<file path="config.mk">
export PLATFORM = sky130hd
export DESIGN_NAME = r4_divider_odd
export DESIGN_NICKNAME = d
export VERILOG_FILES = /design/src/rtl/r4_divider_odd.sv
export SDC_FILE = /design/constraint.sdc
export NUM_CORES = 1
export LEC_CHECK = 0
export ABC_AREA = 1
export BUFFER_PORTS_ARGS = -buffer_cell sky130_fd_sc_hd__buf_4
export CAP_MARGIN = 30
export CORE_MARGIN = 1
export CORE_UTILIZATION = 60
export DETAILED_ROUTE_END_ITERATION = 7
export PLACE_DENSITY = 0.8
export SYNTH_ARGS = -nofsm -noshare
export SYNTH_HDL_FRONTEND = slang
export SYNTH_SLANG_ARGS = --single-unit
</file>
<file path="constraint.sdc">
create_clock -name clkn_i -period 4.5 [get_ports clkn_i]
set_input_delay 0.675 -clock clkn_i [delete_from_list [all_inputs] [get_ports clkn_i]]
set_output_delay 0.675 -clock clkn_i [all_outputs]
set_load 0.03 [all_outputs]
</file>
<file path="src/rtl/r4_divider_odd.sv">
// ---------------------------------------------------------------------------
// r4_divider_odd
//
// Iterative radix-4 unsigned restoring divider. Retires two quotient bits per
// falling clock edge. Odd operand widths are zero-padded to the next even
// width, so a division takes K = ceil(N/2) iterations.
//
// Ports
//   clkn_i       clock, all flops update on the falling edge
//   rstn_i       asynchronous active-low reset
//   start_i      request, sampled only while busy_o = 0
//   dividend_i   N-bit unsigned dividend, sampled with start_i
//   divisor_i    N-bit unsigned divisor, sampled with start_i
//   busy_o       high while iterating
//   done_o       single-cycle result-valid pulse
//   quotient_o   N-bit quotient, held until the next result
//   remainder_o  N-bit remainder, held until the next result
//   dbz_o        divide-by-zero flag for the held result
// ---------------------------------------------------------------------------
module r4_divider_odd #(
  parameter int N = 13
) (
  input  logic         clkn_i,
  input  logic         rstn_i,
  input  logic         start_i,
  input  logic [N-1:0] dividend_i,
  input  logic [N-1:0] divisor_i,
  output logic         busy_o,
  output logic         done_o,
  output logic [N-1:0] quotient_o,
  output logic [N-1:0] remainder_o,
  output logic         dbz_o
);

  localparam int P  = N + (N % 2);   // padded (even) width
  localparam int K  = P / 2;         // iterations per division
  localparam int CW = $clog2(K + 1);

  typedef enum logic [1:0] {
    S_IDLE,
    S_CALC,
    S_DONE
  } state_e;

  state_e          state_q, state_d;
  logic [N+1:0]    rem_q,   rem_d;   // partial remainder
  logic [P-1:0]    dvd_q,   dvd_d;   // dividend, shifted out MSB-first
  logic [N-1:0]    dvs_q,   dvs_d;   // latched divisor
  logic [P-1:0]    quo_q,   quo_d;   // quotient being assembled
  logic [CW-1:0]   cnt_q,   cnt_d;
  logic [N-1:0]    quot_q,  quot_d;
  logic [N-1:0]    rmd_q,   rmd_d;
  logic            dbz_q,   dbz_d;

  // Datapath for one radix-4 step. The partial remainder is always below the
  // divisor, so its low N bits plus the two incoming dividend bits form the
  // full trial value t < 4D, which fits in N+2 bits.
  logic [N+1:0] trial;
  logic [N+1:0] mul1, mul2, mul3;
  logic [N+1:0] rem_nxt;
  logic [1:0]   digit;
  logic [P-1:0] quo_nxt;

  always_comb begin
    trial = {rem_q[N-1:0], dvd_q[P-1 -: 2]};
    mul1  = {2'b00, dvs_q};
    mul2  = {1'b0, dvs_q, 1'b0};
    mul3  = mul1 + mul2;
    if (trial >= mul3) begin
      digit   = 2'd3;
      rem_nxt = trial - mul3;
    end else if (trial >= mul2) begin
      digit   = 2'd2;
      rem_nxt = trial - mul2;
    end else if (trial >= mul1) begin
      digit   = 2'd1;
      rem_nxt = trial - mul1;
    end else begin
      digit   = 2'd0;
      rem_nxt = trial;
    end
    quo_nxt = {quo_q[P-3:0], digit};
  end

  // The top remainder bits are provably zero and the padded quotient MSB is
  // always zero; they are kept only for width symmetry.
  logic unused_bits;
  assign unused_bits = ^{rem_q[N+1:N], quo_nxt[P-1]};

  always_comb begin
    // NOTE: every _d takes its _q value first, so no path leaves a signal
    // unassigned and no latch is inferred.
    state_d = state_q;
    rem_d   = rem_q;
    dvd_d   = dvd_q;
    dvs_d   = dvs_q;
    quo_d   = quo_q;
    cnt_d   = cnt_q;
    quot_d  = quot_q;
    rmd_d   = rmd_q;
    dbz_d   = dbz_q;

    unique case (state_q)
      S_IDLE, S_DONE: begin
        state_d = S_IDLE;
        if (start_i) begin
          if (divisor_i == '0) begin
            // Divide by zero resolves immediately without iterating.
            quot_d  = '1;
            rmd_d   = dividend_i;
            dbz_d   = 1'b1;
            state_d = S_DONE;
          end else begin
            dvd_d   = P'(dividend_i);
            dvs_d   = divisor_i;
            rem_d   = '0;
            quo_d   = '0;
            cnt_d   = '0;
            state_d = S_CALC;
          end
        end
      end
      S_CALC: begin
        rem_d = rem_nxt;
        quo_d = quo_nxt;
        dvd_d = {dvd_q[P-3:0], 2'b00};
        cnt_d = cnt_q + 1'b1;
        if (cnt_q == CW'(K - 1)) begin
          quot_d  = quo_nxt[N-1:0];
          rmd_d   = rem_nxt[N-1:0];
          dbz_d   = 1'b0;
          state_d = S_DONE;
        end
      end
      default: state_d = S_IDLE;
    endcase
  end

  // NOTE: every register, including the operand and result holding
  // registers, is cleared by reset so an aborted division leaves no residue.
  always_ff @(negedge clkn_i or negedge rstn_i) begin
    if (!rstn_i) begin
      state_q <= S_IDLE;
      rem_q   <= '0;
      dvd_q   <= '0;
      dvs_q   <= '0;
      quo_q   <= '0;
      cnt_q   <= '0;
      quot_q  <= '0;
      rmd_q   <= '0;
      dbz_q   <= 1'b0;
    end else begin
      // NOTE: non-blocking assignments so all flops see pre-edge values.
      state_q <= state_d;
      rem_q   <= rem_d;
      dvd_q   <= dvd_d;
      dvs_q   <= dvs_d;
      quo_q   <= quo_d;
      cnt_q   <= cnt_d;
      quot_q  <= quot_d;
      rmd_q   <= rmd_d;
      dbz_q   <= dbz_d;
    end
  end

  assign busy_o      = (state_q == S_CALC);
  assign done_o      = (state_q == S_DONE);
  assign quotient_o  = quot_q;
  assign remainder_o = rmd_q;
  assign dbz_o       = dbz_q;

endmodule

</file>
==> impl_results.md, run 1 <==
* Status: finished clean
* Syn nets at 979
* Final Slew Violations at 0
* CTS Sinks at 83
* Post-synth EDFFs at 0
* RSZ-0062 raised after global routing: false
* Crit Path Class: in2reg
* Starting Density at 0.624
* Most frequent cells in the layout: nand2_1 (214), inv_1 (109), dfrtn_1 (83), nor2_1 (80), a21oi_1 (73)
* Setup TNS at 0 ns
* Die outline width at between 100 and 150 um
* GP Congestion at 0.975
* Area grow syn2layout at 12.6%
* Endpoints failing hold at 0
* Core area at 0.0104 mm^2
* Normalized max-slew margin at 0.507
* Final routed DRC violation total at 0
* Final ANT Viol Nets at 0
* Layout cells sized above 1 at 0.155
* Worst setup EP type: flop
* Fmax achieved at 0.242 GHz
* Post-synth top area cell: dfrtn_1
* Detailed Routing Iterations Pass 1 at 5
* DIE HEIGHT at ~110 um
* First-pass GRT wire length at between 20000 and 30000 um
* Grt ovf at 0
* Syn avg cell area at between 7 and 8 um^2
* Critical path launch point type: input port
* Number of global-route vias before repair at about 5.7k
* Die Footprint at 0.0113 mm^2
* Max-cap violations at 0
* Detailed Place HPWL at roughly 13000 um
* Clock Latency Late Sink at 0.35 ns
* Via count at 6122
* CTS Buffer Depth at 2
* WL per Instance at 15.3 um
* Least-Margin Pin Slew at 0.735 ns
* Vias per std cell at 5.60
* Antenna violations before repair at 0
* Period minus WS final at around 4.2 ns
* Post-synthesis sequential area ratio at 0.320
* Yosys warnings at 0
* CTS H-tree depth at 3
* Rows at 37
* FF+latch count, synth at 83
* Initial drt markers at 469
* WL final at 16800 um
* Clock buffers created by TritonCTS at 9
* # nets final at 1040
* Pin count of the biggest net entering global routing at 40
* Period utilization at 0.925
* Post-synth ARST share at 1.00
* IO Pins at 58
* Netlist Area Pre-Place at 0.00650 mm^2
* WP data required at 2.43 ns
* Worst hold path class: reg2reg
* IO Port Bufs at 57
* Setup violations, final at 0
* Commonest non-fill, non-tap cell in the layout: nand2_1
* Critical Path Fanout Max at 17
* Cells after synthesis at 891
* Inserted Diodes at 0
* Yosys top cell area share at 0.320
* Ys flop type: dfrtn_1
* Cell variety after synth at 46
* Dominant cells by area after synthesis: dfrtn_1 (32%), nand2_1 (12%), ha_1 (11%), inv_1 (6.3%), a21oi_1 (5.6%)
* Reg clk slew, reported paths at 0.07 ns
* Final hold slack at 0.439 ns
* Clk_skew at 0.0127 ns
* GRT Util Overall at 0.315
* Root Driver: clkbuf_8
* CTS tree: built
* Crit path arrival time at 2.09 ns
critical path, cell delays in order:
cell	delay, ns
buf_4	0.11
nor2_1	0.09
nand3_1	0.10
nor3_1	0.29
buf_4	0.18
inv_1	0.06
nand2_1	0.09
nand2_1	0.12
buf_12	0.20
nand2_1	0.07
o211ai_1	0.10
layout make-up:
cell class | instances | area [um^2]
multi-input cells | 656 | 3810
fillers | 903 | 3090
flip-flops and latches | 83 | 2080
repair buffers | 72 | 578
inverters | 130 | 488
well taps | 136 | 170
clock buffers | 9 | 124
clock inverters | 7 | 76.3
worst paths after layout:
| check | startpoint | end | slack [ns] | cells past startpoint |
|---|---|---|---|---|
| max | divisor_i[9] | dvd_q[11] | 0.34 | 11 |
| min | quotient_o[12] | quotient_o[12] | 0.44 | 2 |
| max reg2reg | dvs_q[1] | remainder_o[8] | 0.37 | 22 |
| min reg2reg | quotient_o[12] | quotient_o[12] | 0.44 | 2 |
| max in group asynchronous | rstn_i | dvs_q[0] | 1.50 | 2 |
| min in group asynchronous | rstn_i | quotient_o[0] | 2.44 | 1 |
sequential cells by signal, summed over array words and instances, names as in the netlist:
register and count:
dvd_q 14, dvs_q 13, quotient_o 13, rem_q 13, remainder_o 13, quo_q 11, cnt_q 3, state_q 2
dbz_o 1
timing repair:
| action | 4_1_cts | 5_1_grt |
|---|---|---|
| resized for setup | 0 | 1 |
| hold buffers | 0 | 0 |
| endpoints found under the setup margin | 0 | 24 |
| setup buffers | 0 | 2 |
through the flow:
stage / utilization / setup WS (ns) / area (um^2) / instances
floorplan: - / 0.344 / 6500 / 891
global placement: 0.682 / 0.114 / 7110 / 1075
detailed placement: 0.682 / 0.00952 / 7110 / 1075
CTS: 0.702 / 0.256 / 7310 / 1091
global route: 0.703 / 0.0180 / 7320 / 1093
finish: 0.703 / 0.337 / 7320 / 1093
cell usage after synthesis (6+ instances only):
cell	n
xor2_1	22
inv_2	19
a21oi_1	73
nor2_1	80
a21oi_2	6
o22ai_1	11
nand4_1	19
nand3_1	58
nor3_1	7
ha_1	55
o21ai_0	27
buf_2	7
dfrtn_1	83
nand3_2	11
o21ai_1	7
xnor2_1	12
nand2_1	214
inv_1	109
clkbuf_1	10
a21o_1	6
per-layer routing:
layer / vias up / track usage / wire length, um
li1: 3036 / - / -
met1: 2825 / 0.436 / 7550
met2: 229 / 0.507 / 7610
met3: 32 / 0.0454 / 1160
met4: 0 / 0.103 / 433
met5: - / 0 / 0
cells by family after synthesis:
logic type | after synthesis | share of synthesized area
adders and majority gates | 59 | 0.118
AOI/OAI and AO/OA | 153 | 0.139
and+or+nand+nor | 410 | 0.283
DFF | 83 | 0.320
buffers and inverters | 152 | 0.0945
xor gates and xnor gates | 34 | 0.0458
Power of run 1 is left out: the tool's default activity adds up to more than one toggle a clock period on the data nets, which glitch-free logic cannot reach.
==> run 2: changes to the inputs <==
--- a/config.mk
+++ b/config.mk
@@ -12,6 +12,7 @@
 export CORE_UTILIZATION = 60
 export DETAILED_ROUTE_END_ITERATION = 7
 export PLACE_DENSITY = 0.8
+export REMOVE_ABC_BUFFERS = 1
 export SYNTH_ARGS = -nofsm -noshare
 export SYNTH_HDL_FRONTEND = slang
 export SYNTH_SLANG_ARGS = --single-unit
==> impl_results.md, run 2 (synthesized netlist as in run 1, its figures left out) <==
* Final hold slack at 0.434 ns (-0.00438 ns)
* Initial drt markers at 396 (-16%)
* Area grow syn2layout at 13.1%
* DIE HEIGHT at 106 um (unchanged)
* Die Footprint at 0.0113 mm^2 (unchanged)
* GP Congestion at 0.956 (-2.0%)
* Detailed Place HPWL at 12800 um (-2.9%)
* RSZ-0062 raised after global routing: false
* Inserted Diodes at 0 (unchanged)
* Via count at 6062 (-0.98%)
* Endpoints failing hold at 0 (unchanged)
* Least-Margin Pin Slew at 0.814 ns (+0.0794 ns)
* Normalized max-slew margin at 0.454 (-0.0532)
* Number of fill cells at 938 (+3.9%)
* Status: finished clean
* Post-CTS sizing at 0 (unchanged)
* Register with the most flip-flops: dvd_q
* Crit path arrival time at 2.04 ns (-0.05 ns)
* First-pass GRT wire length at 27100 um (-1.9%)
* GRT Util Overall at 0.311 (-0.00413)
* Reg-to-reg slack, setup at 0.48 ns (+0.11 ns)
* Clock Latency Late Sink at 0.35 ns (about the same)
* WP data required at 2.43 ns (about the same)
* Rows at 37 (unchanged)
* Commonest non-fill, non-tap cell in the layout: nand2_1
* Number of global-route vias before repair at 5594 (-2.7%)
* Antenna violations before repair at 0 (unchanged)
* Number of flip-flops under the largest register name at 14 (unchanged)
* Detailed Routing Iterations Pass 1 at 5 (unchanged)
* Critical Path Fanout Max at 10 (-7)
* Starting Density at 0.624 (unchanged)
* Final worst slack at 0.388 ns (+0.0501 ns)
* Layout cells sized above 1 at 0.155 (unchanged)
* Worst setup EP type: flop
* Pin count of the biggest net entering global routing at 39 (-2.5%)
* Final Slew Violations at 0 (unchanged)
* Area of the multi-input gates at 0.00381 mm^2 (unchanged)
* Fin util at 0.706 (+0.00276)
* Final routed DRC violation total at 0 (unchanged)
* CTS Buffer Depth at 2 (unchanged)
* Root Driver: clkbuf_8
* Vias per std cell at 5.55 (-0.98%)
* WL per Instance at 15.0 um (-2.4%)
* Die outline width at 106 um (unchanged)
* Clk_skew at 0.0137 ns (+0.000993 ns)
* Final ANT Viol Nets at 0 (unchanged)
* Worst hold path class: reg2reg
* Critical path launch point type: input port
* Reg clk slew, reported paths at 0.06 ns (about the same)
* CTS Sinks at 83 (unchanged)
* Max-cap violations at 0 (unchanged)
* DP Worst Slack at 0.0678 ns (+0.0583 ns)
* Core area at 0.0104 mm^2 (unchanged)
* IO Port Bufs at 57 (unchanged)
* WL final at 16400 um (-2.4%)
* Placed instance area at 0.00711 mm^2 (+0.11%)
* Area occupied by registers at 0.00208 mm^2 (unchanged)
* Setup violations, final at 0 (unchanged)
* Design area at 0.00735 mm^2 (+0.39%)
* Grt ovf at 0 (unchanged)
* CTS H-tree depth at 3 (unchanged)
* # nets final at 1040 (unchanged)
* Most frequent cells in the layout: nand2_1 (214), inv_1 (109), dfrtn_1 (83), nor2_1 (80), a21oi_1 (73)
* IO Pins at 58 (unchanged)
* Crit Path Class: in2reg
* Clock buffers created by TritonCTS at 9 (unchanged)
* CTS tree: built
-- run 2: changes by cell type in the layout (fill, tap and decap cells not counted), sizes merged --
cell / before / now
clkinvlp: 0 / 1
bufinv: 0 / 2
clkinv: 5 / 2
-- run 2: worst paths after layout --
| kind | startpoint | endpoint | depth (start not counted) |
|---|---|---|---|
| min reg2reg | quo_q[10] | quo_q[10] | 2 |
| max in group asynchronous | rstn_i | quo_q[2] | 2 |
| max reg2reg | dvs_q[0] | remainder_o[8] | 22 |
| min | quo_q[10] | quo_q[10] | 2 |
| min in group asynchronous | rstn_i | dvs_q[11] | 1 |
| max | divisor_i[11] | dvd_q[6] | 11 |
-- run 2: metrics by stage --
step,TNS [ns],std cells
floorplan,-14.41,869
global placement,0,1076
detailed placement,0,1076
CTS,0,1092
global route,0,1093
finish,0,1093
-- run 2: layer usage --
metal  global-route usage  routed length [um]
met1                0.432                7500
met2                0.497                7450
met3               0.0454                1080
met4                0.105                 338
met5                    0                   0
-- run 2: final cells by class --
cell class              count  share of cell area
multi-input cells         656               0.518
flip-flops and latches     83               0.283
repair buffers             72              0.0786
inverters                 130              0.0664
well taps                 136              0.0231
clock buffers               9              0.0169
clock inverters             7              0.0143
-- run 2: repair_timing --
action / 4_1_cts / 5_1_grt
setup buffers: 0 / 1
hold buffers: 0 / 0
endpoints found under the setup margin: 0 / 5
-- run 2: critical path, stage by stage --
cell,delay [ns]
buf_4,0.11
nor2_1,0.11
nand3_1,0.10
nor3_1,0.23
buf_4,0.17
inv_1,0.05
nand2_1,0.09
nand2_1,0.13
buf_4,0.22
nand2_1,0.07
nand3_1,0.09
Power of run 2 is left out for the same reason.
